--- src/rtl/dat_mem_ctrl_if.sv ---
// dat_mem_ctrl_if: command/response channel between the core and dat_mem_ctrl.
//   cmd_valid/cmd_ready : command handshake; a command is taken when both are high at clk rise
//   cmd_op              : 00 LOAD, 01 STORE, 10 COPY, 11 FILL
//   cmd_addr            : LOAD/STORE address, COPY source, FILL start
//   cmd_dst             : COPY destination
//   cmd_len             : COPY/FILL byte count (0 = no memory access)
//   cmd_wdata           : STORE/FILL data
//   rsp_valid           : one-cycle completion pulse
//   rsp_rdata           : last LOAD result
//   busy                : controller is not idle
// Modports: master = core side, slave = controller side.
interface dat_mem_ctrl_if #(
    parameter int unsigned ADDR_W = 8,
    parameter int unsigned DATA_W = 8
);
    logic              cmd_valid;
    logic              cmd_ready;
    logic [1:0]        cmd_op;
    logic [ADDR_W-1:0] cmd_addr;
    logic [ADDR_W-1:0] cmd_dst;
    logic [7:0]        cmd_len;
    logic [DATA_W-1:0] cmd_wdata;
    logic              rsp_valid;
    logic [DATA_W-1:0] rsp_rdata;
    logic              busy;

    modport master (
        output cmd_valid, cmd_op, cmd_addr, cmd_dst, cmd_len, cmd_wdata,
        input  cmd_ready, rsp_valid, rsp_rdata, busy
    );

    modport slave (
        input  cmd_valid, cmd_op, cmd_addr, cmd_dst, cmd_len, cmd_wdata,
        output cmd_ready, rsp_valid, rsp_rdata, busy
    );
endinterface

--- src/rtl/dat_mem_ctrl.sv ---
// dat_mem_ctrl: access sequencer driving an 8-bit x 256 data memory with combinational read.
// Executes LOAD/STORE of one byte and COPY/FILL of cmd_len bytes, one command at a time,
// and signals completion with a one-cycle rsp_valid pulse.
// Ports:
//   clk, rst_n   : clock, asynchronous active-low reset
//   bus          : command/response channel (dat_mem_ctrl_if.slave)
//   mem_addr     : memory address
//   mem_wdata    : memory write data
//   mem_wr_en    : memory write enable
//   mem_rd_en    : memory read enable
//   mem_rdata    : memory read data, combinational from mem_addr
// Build option: define DAT_MEM_CTRL_FILL_EN to implement FILL; otherwise op 11 completes
// immediately without touching memory.
module dat_mem_ctrl #(
    parameter int unsigned ADDR_W = 8,
    parameter int unsigned DATA_W = 8
) (
    input  logic              clk,
    input  logic              rst_n,
    dat_mem_ctrl_if.slave     bus,
    output logic [ADDR_W-1:0] mem_addr,
    output logic [DATA_W-1:0] mem_wdata,
    output logic              mem_wr_en,
    output logic              mem_rd_en,
    input  logic [DATA_W-1:0] mem_rdata
);

    localparam logic [1:0] OpLoad  = 2'b00;
    localparam logic [1:0] OpStore = 2'b01;
    localparam logic [1:0] OpCopy  = 2'b10;

`ifdef DAT_MEM_CTRL_FILL_EN
    typedef enum logic [2:0] {
        StIdle, StLoad, StStore, StCpyRd, StCpyWr, StFill, StDone
    } state_e;
`else
    typedef enum logic [2:0] {
        StIdle, StLoad, StStore, StCpyRd, StCpyWr, StDone
    } state_e;
`endif

    state_e            state_q, state_d;
    // src_q doubles as LOAD/STORE address and FILL pointer.
    logic [ADDR_W-1:0] src_q, src_d;
    logic [ADDR_W-1:0] dst_q, dst_d;
    logic [7:0]        cnt_q, cnt_d;
    logic [DATA_W-1:0] wdata_q, wdata_d;
    logic [DATA_W-1:0] byte_q, byte_d;
    logic [DATA_W-1:0] rdata_q, rdata_d;
    logic              accept;

    assign accept = (state_q == StIdle) && bus.cmd_valid;

    always_ff @(posedge clk or negedge rst_n) begin
        if (!rst_n) begin
            state_q <= StIdle;
        end else begin
            state_q <= state_d;
        end
    end

    always_comb begin
        state_d = state_q;
        unique case (state_q)
            StIdle: begin
                if (accept) begin
                    unique case (bus.cmd_op)
                        OpLoad:  state_d = StLoad;
                        OpStore: state_d = StStore;
                        OpCopy:  state_d = (bus.cmd_len == 8'd0) ? StDone : StCpyRd;
                        default: begin
`ifdef DAT_MEM_CTRL_FILL_EN
                            state_d = (bus.cmd_len == 8'd0) ? StDone : StFill;
`else
                            state_d = StDone;
`endif
                        end
                    endcase
                end
            end
            StLoad:  state_d = StDone;
            StStore: state_d = StDone;
            StCpyRd: state_d = StCpyWr;
            StCpyWr: state_d = (cnt_q == 8'd1) ? StDone : StCpyRd;
`ifdef DAT_MEM_CTRL_FILL_EN
            StFill:  state_d = (cnt_q == 8'd1) ? StDone : StFill;
`endif
            StDone:  state_d = StIdle;
            default: state_d = StIdle;
        endcase
    end

    // Command capture and per-byte pointer/count stepping.
    always_comb begin
        src_d   = src_q;
        dst_d   = dst_q;
        cnt_d   = cnt_q;
        wdata_d = wdata_q;
        byte_d  = byte_q;
        rdata_d = rdata_q;
        if (accept) begin
            src_d   = bus.cmd_addr;
            dst_d   = bus.cmd_dst;
            cnt_d   = bus.cmd_len;
            wdata_d = bus.cmd_wdata;
        end
        if (state_q == StLoad) begin
            rdata_d = mem_rdata;
        end
        if (state_q == StCpyRd) begin
            byte_d = mem_rdata;
        end
        if (state_q == StCpyWr) begin
            src_d = src_q + ADDR_W'(1);
            dst_d = dst_q + ADDR_W'(1);
            cnt_d = cnt_q - 8'd1;
        end
`ifdef DAT_MEM_CTRL_FILL_EN
        if (state_q == StFill) begin
            src_d = src_q + ADDR_W'(1);
            cnt_d = cnt_q - 8'd1;
        end
`endif
    end

    always_ff @(posedge clk or negedge rst_n) begin
        if (!rst_n) begin
            src_q   <= '0;
            dst_q   <= '0;
            cnt_q   <= '0;
            wdata_q <= '0;
            byte_q  <= '0;
            rdata_q <= '0;
        end else begin
            src_q   <= src_d;
            dst_q   <= dst_d;
            cnt_q   <= cnt_d;
            wdata_q <= wdata_d;
            byte_q  <= byte_d;
            rdata_q <= rdata_d;
        end
    end

    // Outputs decode only registered state, so reset forces them low without a clock edge.
    always_comb begin
        bus.cmd_ready = (state_q == StIdle);
        bus.busy      = (state_q != StIdle);
        bus.rsp_valid = (state_q == StDone);
        bus.rsp_rdata = rdata_q;
        mem_addr      = '0;
        mem_wdata     = '0;
        mem_wr_en     = 1'b0;
        mem_rd_en     = 1'b0;
        unique case (state_q)
            StLoad: begin
                mem_addr  = src_q;
                mem_rd_en = 1'b1;
            end
            StStore: begin
                mem_addr  = src_q;
                mem_wdata = wdata_q;
                mem_wr_en = 1'b1;
            end
            StCpyRd: begin
                mem_addr  = src_q;
                mem_rd_en = 1'b1;
            end
            StCpyWr: begin
                mem_addr  = dst_q;
                mem_wdata = byte_q;
                mem_wr_en = 1'b1;
            end
`ifdef DAT_MEM_CTRL_FILL_EN
            StFill: begin
                mem_addr  = src_q;
                mem_wdata = wdata_q;
                mem_wr_en = 1'b1;
            end
`endif
            default: ;
        endcase
    end

endmodule

--- src/flat_wrapper.sv ---
// flat-port wrapper written by rule: the top's interface ports become plain ports
module dat_mem_ctrl_flat 
#(
    parameter int unsigned ADDR_W = 8,
    parameter int unsigned DATA_W = 8
)
  (clk, rst_n, mem_addr, mem_wdata, mem_wr_en, mem_rd_en, mem_rdata, bus_cmd_valid, bus_cmd_op, bus_cmd_addr, bus_cmd_dst, bus_cmd_len, bus_cmd_wdata, bus_cmd_ready, bus_rsp_valid, bus_rsp_rdata, bus_busy);
  dat_mem_ctrl_if #(.ADDR_W(ADDR_W), .DATA_W(DATA_W)) bus_i ();
  input  logic clk;
  input  logic rst_n;
  output logic [ADDR_W-1:0] mem_addr;
  output logic [DATA_W-1:0] mem_wdata;
  output logic mem_wr_en;
  output logic mem_rd_en;
  input  logic [DATA_W-1:0] mem_rdata;
  input wire logic [$bits(bus_i.cmd_valid)-1:0] bus_cmd_valid;
  input wire logic [$bits(bus_i.cmd_op)-1:0] bus_cmd_op;
  input wire logic [$bits(bus_i.cmd_addr)-1:0] bus_cmd_addr;
  input wire logic [$bits(bus_i.cmd_dst)-1:0] bus_cmd_dst;
  input wire logic [$bits(bus_i.cmd_len)-1:0] bus_cmd_len;
  input wire logic [$bits(bus_i.cmd_wdata)-1:0] bus_cmd_wdata;
  output wire logic [$bits(bus_i.cmd_ready)-1:0] bus_cmd_ready;
  output wire logic [$bits(bus_i.rsp_valid)-1:0] bus_rsp_valid;
  output wire logic [$bits(bus_i.rsp_rdata)-1:0] bus_rsp_rdata;
  output wire logic [$bits(bus_i.busy)-1:0] bus_busy;
  assign bus_i.cmd_valid = bus_cmd_valid;
  assign bus_i.cmd_op = bus_cmd_op;
  assign bus_i.cmd_addr = bus_cmd_addr;
  assign bus_i.cmd_dst = bus_cmd_dst;
  assign bus_i.cmd_len = bus_cmd_len;
  assign bus_i.cmd_wdata = bus_cmd_wdata;
  assign bus_cmd_ready = bus_i.cmd_ready;
  assign bus_rsp_valid = bus_i.rsp_valid;
  assign bus_rsp_rdata = bus_i.rsp_rdata;
  assign bus_busy = bus_i.busy;
  dat_mem_ctrl #(.ADDR_W(ADDR_W), .DATA_W(DATA_W)) u_core (.clk(clk), .rst_n(rst_n), .bus(bus_i), .mem_addr(mem_addr), .mem_wdata(mem_wdata), .mem_wr_en(mem_wr_en), .mem_rd_en(mem_rd_en), .mem_rdata(mem_rdata));
endmodule
--- config.mk ---
export PLATFORM = sky130hd
export DESIGN_NAME = dat_mem_ctrl_flat
export DESIGN_NICKNAME = d
export VERILOG_FILES = /design/src/rtl/dat_mem_ctrl_if.sv /design/src/rtl/dat_mem_ctrl.sv /design/src/flat_wrapper.sv
export SDC_FILE = /design/constraint.sdc
export NUM_CORES = 1
export LEC_CHECK = 0
export ABC_AREA = 1
export ABC_CLOCK_PERIOD_IN_PS = 1850
export CAP_MARGIN = 10
export CORE_ASPECT_RATIO = 0.7
export CORE_MARGIN = 8
export CORE_UTILIZATION = 49
export DETAILED_ROUTE_END_ITERATION = 6
export PLACE_DENSITY = 0.86
export SETUP_SLACK_MARGIN = 0.05
export SLEW_MARGIN = 20
export SYNTH_ARGS = -nofsm -noshare
export SYNTH_HDL_FRONTEND = slang
export SYNTH_SLANG_ARGS = --single-unit
--- constraint.sdc ---
create_clock -name clk -period 1.85 [get_ports clk]
set_input_delay 0.185 -clock clk [delete_from_list [all_inputs] [get_ports clk]]
set_output_delay 0.185 -clock clk [all_outputs]
set_load 0.1 [all_outputs]
==> impl_metrics.prom, run 1 <==
# TYPE chip_impl_metric gauge
chip_impl_info{name="status",value="finished, violations left"} 1
chip_impl_info{name="synth.top_cells.by_area",value="sky130_fd_sc_hd__dfrtp_1 (45%), sky130_fd_sc_hd__nand2_1 (13%), sky130_fd_sc_hd__o21ai_0 (9.5%)"} 1
chip_impl_metric{name="io_pins",unit=""} 74
chip_impl_metric{name="worstPathRequired",unit="ns"} 1.66
chip_impl_metric{name="maxSlewHeadroom",unit=""} 0.600
chip_impl_metric{name="placeableCoreArea",unit="mm2"} 0.00564
chip_impl_metric{name="floorplan.rows",unit=""} 23
chip_impl_metric{name="final_util",unit=""} 0.784
chip_impl_metric{name="num-nets-final",unit=""} 527
chip_impl_metric{name="timing.clock.skew",unit="ns"} 0.0117
chip_impl_metric{name="syn_nets",unit=""} 429
chip_impl_info{name="setup_repair_after_global_routing_missed_its_margin",value="yes"} 1
chip_impl_metric{name="setup_violations",unit=""} 2
chip_impl_metric{name="cp_max_fo",unit=""} 12
chip_impl_metric{name="initial_utilization",unit=""} 0.498
chip_impl_info{name="synth.largest_area_cell",value="sky130_fd_sc_hd__dfrtp_1"} 1
chip_impl_metric{name="drt-wirelength-per-cell",unit="um"} 17.7
chip_impl_metric{name="insertion_delay",unit="ns"} 0.33
chip_impl_metric{name="yosys_register_bits",unit=""} 51
chip_impl_metric{name="insertedDiodeCount",unit=""} 0
chip_impl_info{name="clockRootBuffer",value="sky130_fd_sc_hd__clkbuf_8"} 1
chip_impl_metric{name="postSynthAreaPerCell",unit="um2"} 7.39
chip_impl_metric{name="top_cell_type_s_share_of_synthesized_area",unit=""} 0.455
chip_impl_metric{name="avgViaCountPerCell",unit=""} 5.67
chip_impl_metric{name="worst-endpoint-arrival",unit="ns"} 1.68
chip_impl_metric{name="grt_max_degree",unit=""} 28
chip_impl_metric{name="async_reset_ff_frac",unit=""} 1.00
chip_impl_metric{name="dr.first_iter.drc_count",unit=""} 316
chip_impl_metric{name="post_synth_instance_area",unit="mm2"} 0.00281
chip_impl_info{name="postSynth.topFlopCell",value="sky130_fd_sc_hd__dfrtp_1"} 1
chip_impl_metric{name="multiInputGateArea",unit="mm2"} 0.00153
chip_impl_metric{name="yosysUniqueCellTypes",unit=""} 25
chip_impl_metric{name="timing.final.crit_share",unit=""} 1.01
chip_impl_info{name="setup.worst_path.end_class",value="primary output"} 1
chip_impl_metric{name="fin_setup_tns",unit="ns"} -0.0213
chip_impl_metric{name="first_global_vias",unit=""} 3014
chip_impl_metric{name="timing_worst_slew_pin_value",unit="ns"} 0.600
chip_impl_info{name="synth_commonest_cells",value="sky130_fd_sc_hd__nand2_1 (95), sky130_fd_sc_hd__o21ai_0 (53), sky130_fd_sc_hd__dfrtp_1 (51)"} 1
chip_impl_metric{name="synth-edff-count",unit=""} 0
chip_impl_metric{name="gp_routability_congestion",unit=""} 0.870
chip_impl_metric{name="die_area",unit="mm2"} 0.00844
chip_impl_metric{name="port_buffers",unit=""} 73
chip_impl_metric{name="placed_area",unit="mm2"} 0.00395
chip_impl_metric{name="grt_first_pass_wirelength",unit="um"} 15000
chip_impl_metric{name="worst_slack",unit="ns"} -0.0151
chip_impl_info{name="worstSetupStartpointType",value="flop"} 1
chip_impl_metric{name="synth.yosys.seq_area_share",unit=""} 0.455
chip_impl_metric{name="postRouteAntennaNets",unit=""} 0
chip_impl_metric{name="cts_made_buffers",unit=""} 5
chip_impl_metric{name="synthesis_to_finish_area_growth",unit="%"} 57.6
chip_impl_info{name="worstSetupPathType",value="flop to primary output"} 1
chip_impl_info{name="synthMostInstantiatedCell",value="sky130_fd_sc_hd__nand2_1"} 1
chip_impl_metric{name="final_max_slew_viol_count",unit=""} 0
chip_impl_metric{name="maxCapViolations",unit=""} 0
chip_impl_metric{name="ff_latch_area",unit="mm2"} 0.00128
chip_impl_info{name="min_path_type",value="primary input to asynchronous set/reset pin"} 1
chip_impl_metric{name="max_stage_delay",unit="ns"} 0.46
chip_impl_metric{name="post-route-cell-area",unit="mm2"} 0.00442
chip_impl_metric{name="route.detailed.drc",unit=""} 0
chip_impl_metric{name="wl",unit="um"} 9830
chip_impl_metric{name="h-tree-depth",unit=""} 2
chip_impl_info{name="crit_chain",value="nor2_4 > nand2_4 > buf_6 > o22ai_4 > buf_12"} 1
chip_impl_metric{name="grt_util_all_layers",unit=""} 0.223
chip_impl_metric{name="grt-ovfl-total",unit=""} 0
chip_impl_metric{name="cts-root-to-sink-buffers",unit=""} 2
chip_impl_metric{name="final_min_period",unit="ns"} 1.87
chip_impl_metric{name="die-height",unit="um"} 79.3
chip_impl_metric{name="clock.fmax",unit="MHz"} 536
chip_impl_metric{name="number_of_antenna_violations_at_the_first_check_in_global_routing",unit=""} 0
chip_impl_metric{name="worst_setup_hold_path_clk_slew",unit="ns"} 0.10
chip_impl_info{name="cts_tree",value="done"} 1
chip_impl_metric{name="firstDrtPassIters",unit=""} 5
chip_impl_metric{name="synth_cells",unit=""} 380
chip_impl_info{name="violations_in_the_final_reports",value="setup timing"} 1
chip_impl_info{name="critical-path-slowest-cell",value="sky130_fd_sc_hd__dfrtp_2"} 1
chip_impl_metric{name="place_hpwl",unit="um"} 6390
chip_impl_metric{name="yosysWarnings",unit=""} 0
chip_impl_metric{name="drive_gt1_frac",unit=""} 0.232
chip_impl_metric{name="routed-via-count",unit=""} 3140
chip_impl_metric{name="detailedPlace.worstSlack",unit="ns"} 0.0988
chip_impl_metric{name="finalHoldViolCount",unit=""} 0
chip_impl_metric{name="n_fill_cell",unit=""} 359
chip_impl_metric{name="cts.sink_count",unit=""} 51
chip_impl_metric{name="die_w",unit="um"} 106
flip-flops by register name, summed over array words and instances (netlist names):
register and cells:
u_core.bus.rsp_rdata 8, u_core.byte_q 8, u_core.cnt_q 8, u_core.dst_q 8, u_core.src_q 8, u_core.state_q 3, u_core.wdata_q 8
final timing paths:
path	start	end	slack [ns]	cells past startpoint
max	u_core.state_q[0]	mem_addr[1]	-0.02	5
min in group clk	mem_rdata[3]	u_core.byte_q[3]	0.44	3
max reg2reg	u_core.state_q[1]	u_core.src_q[2]	0.16	7
min	rst_n	u_core.bus.rsp_rdata[3]	0.41	2
max in group asynchronous	rst_n	u_core.state_q[2]	0.87	3
min reg2reg	u_core.bus.rsp_rdata[6]	u_core.bus.rsp_rdata[6]	0.51	2
cell usage in the layout (no fill, tap or decap), drive strengths merged, types with 4 or more instances in the layout:
cell type / instances
nand3: 27
inv: 50
nand4: 4
a21oi: 7
ha: 4
dfrtp: 51
clkdlybuf4s50: 43
nor3: 5
o21ai: 53
nand2: 98
buf: 57
nor2: 49
clkbuf: 6
o22ai: 7
o211ai: 8
what timing repair did:
action	CTS	global route
pin swaps	2	1
cloned	2	0
endpoints found under the hold margin	24	0
setup endpoints to repair	17	18
buffers inserted	5	13
hold buffers	1	0
resized for setup	26	18
final cells by class:
cell class,count,area share
Clock buffer,6,0.0187
Multi-Input combinational cell,268,0.345
Clock inverter,2,0.00368
Inverter,50,0.0441
Timing Repair Buffer,102,0.278
Sequential cell,51,0.289
Tap cell,75,0.0212
kinds of logic (layout without fill, tap and decap cells):
| logic type | count (synthesis) | in the layout | synth area share |
|---|---|---|---|
| AND/OR/NAND/NOR | 183 | 184 | 0.272 |
| buffers and inverters | 62 | 160 | 0.0976 |
| adder cells (fa/ha/maj) | 4 | 4 | 0.0178 |
| AO/OA/AOI/OAI | 80 | 80 | 0.157 |
| flip-flops | 51 | 51 | 0.455 |
routing by layer:
| metal | up-vias | track usage | part of all wire |
|---|---|---|---|
| met1 | 1485 | 0.273 | 0.40 |
| met3 | 37 | 0.0509 | 0.081 |
| li1 | 1435 | - | - |
| met2 | 183 | 0.367 | 0.48 |
| met4 | 0 | 0.108 | 0.037 |
| met5 | - | 0 | 0 |
through the flow:
| step | std cells | hold WS (ns) |
|---|---|---|
| final | 554 | 0.410 |
| after global routing | 554 | 0.453 |
| after CTS | 541 | 0.404 |
| after detailed placement | 525 | 0.221 |
| after global placement | 525 | 0.203 |
| after floorplan | 380 | -0.111 |
critical path, delay by kind of cell (launching register included):
kind            cells  cell delay [ns]
simple gates        2             0.30
compound gates      1             0.20
flops               1             0.46
buf+inv             2             0.38
Power of run 1 is not shown: default switching activity piles up to over one toggle a cycle in this logic, so the estimate is an artifact.
==> inputs of run 2 (changes only) <==
--- a/config.mk
+++ b/config.mk
@@ -8,7 +8,6 @@
 export ABC_AREA = 1
 export ABC_CLOCK_PERIOD_IN_PS = 1850
 export CAP_MARGIN = 10
-export CORE_ASPECT_RATIO = 0.7
 export CORE_MARGIN = 8
 export CORE_UTILIZATION = 49
 export DETAILED_ROUTE_END_ITERATION = 6
==> impl_metrics.prom, run 2 (same netlist as run 1, synthesis figures left out) <==
# TYPE chip_impl_metric gauge
chip_impl_metric{name="routed-via-count",unit=""} 3126
chip_impl_info{name="setup.worst_path.end_class",value="primary output"} 1
chip_impl_metric{name="worst-endpoint-arrival",unit="ns"} 1.66
chip_impl_metric{name="worstPathBufferInverterCount",unit=""} 2
chip_impl_info{name="worst_path_dominant_cell_family",value="flip-flops"} 1
chip_impl_info{name="layout.cells.most_common",value="sky130_fd_sc_hd__nand2_1"} 1
chip_impl_info{name="setup_repair_after_global_routing_missed_its_margin",value="yes"} 1
chip_impl_metric{name="insertion_delay",unit="ns"} 0.31
chip_impl_metric{name="fin_setup_tns",unit="ns"} 0
chip_impl_metric{name="maxCapViolations",unit=""} 0
chip_impl_info{name="crit_chain",value="nor2_4 > nand2_4 > clkinvlp_4 > nand2_1 > o21ai_4 > buf_12"} 1
chip_impl_metric{name="wl",unit="um"} 9620
chip_impl_metric{name="number_of_antenna_violations_at_the_first_check_in_global_routing",unit=""} 0
chip_impl_metric{name="postRouteAntennaNets",unit=""} 0
chip_impl_metric{name="io_pins",unit=""} 74
chip_impl_metric{name="grt_first_pass_wirelength",unit="um"} 14300
chip_impl_metric{name="grt_util_all_layers",unit=""} 0.207
chip_impl_metric{name="cts_made_buffers",unit=""} 5
chip_impl_metric{name="timing_worst_slew_pin_value",unit="ns"} 0.510
chip_impl_info{name="min_path_type",value="primary input to asynchronous set/reset pin"} 1
chip_impl_metric{name="drt-wirelength-per-cell",unit="um"} 17.6
chip_impl_metric{name="gp_routability_congestion",unit=""} 0.853
chip_impl_metric{name="setup_violations",unit=""} 0
chip_impl_info{name="worstSetupStartpointType",value="flop"} 1
chip_impl_metric{name="cp_max_fo",unit=""} 6
chip_impl_metric{name="avgViaCountPerCell",unit=""} 5.74
chip_impl_info{name="clockRootBuffer",value="sky130_fd_sc_hd__clkbuf_8"} 1
chip_impl_metric{name="placeableCoreArea",unit="mm2"} 0.00551
chip_impl_metric{name="timing.final.crit_share",unit=""} 0.995
chip_impl_metric{name="firstDrtPassIters",unit=""} 5
chip_impl_metric{name="worst_setup_hold_path_clk_slew",unit="ns"} 0.10
chip_impl_metric{name="die_area",unit="mm2"} 0.00841
chip_impl_metric{name="timing.clock.skew",unit="ns"} 0.00594
chip_impl_metric{name="cts.sink_count",unit=""} 51
chip_impl_info{name="worstSetupPathType",value="flop to primary output"} 1
chip_impl_metric{name="drive_gt1_frac",unit=""} 0.201
chip_impl_metric{name="final_min_period",unit="ns"} 1.84
chip_impl_metric{name="insertedDiodeCount",unit=""} 0
chip_impl_metric{name="clock.fmax",unit="MHz"} 543
chip_impl_metric{name="first_global_vias",unit=""} 3091
chip_impl_info{name="status",value="completed"} 1
chip_impl_info{name="layout_common_cells",value="sky130_fd_sc_hd__nand2_1 (95), sky130_fd_sc_hd__dfrtp_1 (48), sky130_fd_sc_hd__inv_1 (46), sky130_fd_sc_hd__nor2_1 (44), sky130_fd_sc_hd__clkdlybuf4s50_1 (43)"} 1
chip_impl_metric{name="final_max_slew_viol_count",unit=""} 0
chip_impl_metric{name="num-nets-final",unit=""} 521
chip_impl_metric{name="synthesis_to_finish_area_growth",unit="%"} 53.3
chip_impl_metric{name="initial_utilization",unit=""} 0.510
chip_impl_metric{name="holdWs",unit="ns"} 0.363
chip_impl_metric{name="die-height",unit="um"} 91.7
chip_impl_metric{name="grt-ovfl-total",unit=""} 0
chip_impl_metric{name="finalHoldViolCount",unit=""} 0
chip_impl_metric{name="h-tree-depth",unit=""} 2
chip_impl_metric{name="grt_max_degree",unit=""} 32
chip_impl_metric{name="maxSlewHeadroom",unit=""} 0.660
chip_impl_metric{name="worstPathRequired",unit="ns"} 1.66
chip_impl_metric{name="floorplan.rows",unit=""} 27
chip_impl_metric{name="die_w",unit="um"} 91.7
chip_impl_metric{name="place_hpwl",unit="um"} 6490
chip_impl_info{name="cts_tree",value="done"} 1
chip_impl_info{name="critical-path-slowest-cell",value="sky130_fd_sc_hd__dfrtp_2"} 1
chip_impl_metric{name="max_stage_delay",unit="ns"} 0.46
chip_impl_metric{name="route.detailed.drc",unit=""} 0
chip_impl_metric{name="port_buffers",unit=""} 73
chip_impl_metric{name="cts-root-to-sink-buffers",unit=""} 2
chip_impl_metric{name="dr.first_iter.drc_count",unit=""} 280
run 2: per-stage QoR:
stage	area (um2)	setup WS, ns	utilization	cells
after detailed placement	3930	0.112	0.714	521
after CTS	4130	0.0315	0.749	533
final	4300	0.00863	0.781	545
after global placement	3930	0.196	0.714	521
after floorplan	2940	-0.177	-	380
after global routing	4300	-0.0564	0.781	545
run 2: layout make-up:
class | instances | area (um2)
tap | 72 | 90.1
multi-input combinational | 268 | 1480
timing repair inverter | 1 | 7.51
clock buffer | 6 | 82.6
timing repair buffer | 95 | 1130
clock inverter | 2 | 38.8
fill | 346 | 1200
sequential | 51 | 1280
inverter | 50 | 196
run 2: routing by layer:
| metal | vias up | GRT usage | wire length, um |
|---|---|---|---|
| li1 | 1426 | - | - |
| met1 | 1474 | 0.235 | 3600 |
| met2 | 198 | 0.345 | 4770 |
| met3 | 28 | 0.0652 | 961 |
| met4 | 0 | 0.0982 | 282 |
| met5 | - | 0 | 0 |
run 2: worst reg2reg max path, delay by kind of cell (launching register included):
family,cells,cell delay (ns)
AO/OA/AOI/OAI,1,0.09
buffers and inverters,3,0.48
AND/OR/NAND/NOR,5,0.75
flip-flops,1,0.46
run 2: worst paths after layout:
check | startpoint | end | slack, ns | cells after the start
worst max-delay path | u_core.state_q[0] | mem_wdata[1] | 0.009 | 6
worst min-delay path | rst_n | u_core.cnt_q[3] | 0.36 | 2
worst max register to register | u_core.state_q[0] | u_core.src_q[7] | 0.02 | 9
worst min register to register | u_core.bus.rsp_rdata[3] | u_core.bus.rsp_rdata[3] | 0.50 | 2
max in group asynchronous | rst_n | u_core.state_q[0] | 0.93 | 3
min in group clk | bus_cmd_wdata[0] | u_core.wdata_q[0] | 0.44 | 3
run 2: timing repair:
item / 4_1_cts / 5_1_grt
buffers inserted: 3 / 9
cloned: 0 / 3
hold buffers: 1 / 0
endpoints found under the hold margin: 20 / 0
setup endpoints to repair: 17 / 17
gates resized for setup: 11 / 14
pin swaps: 1 / 1
Power of run 2 is left out for the same reason.
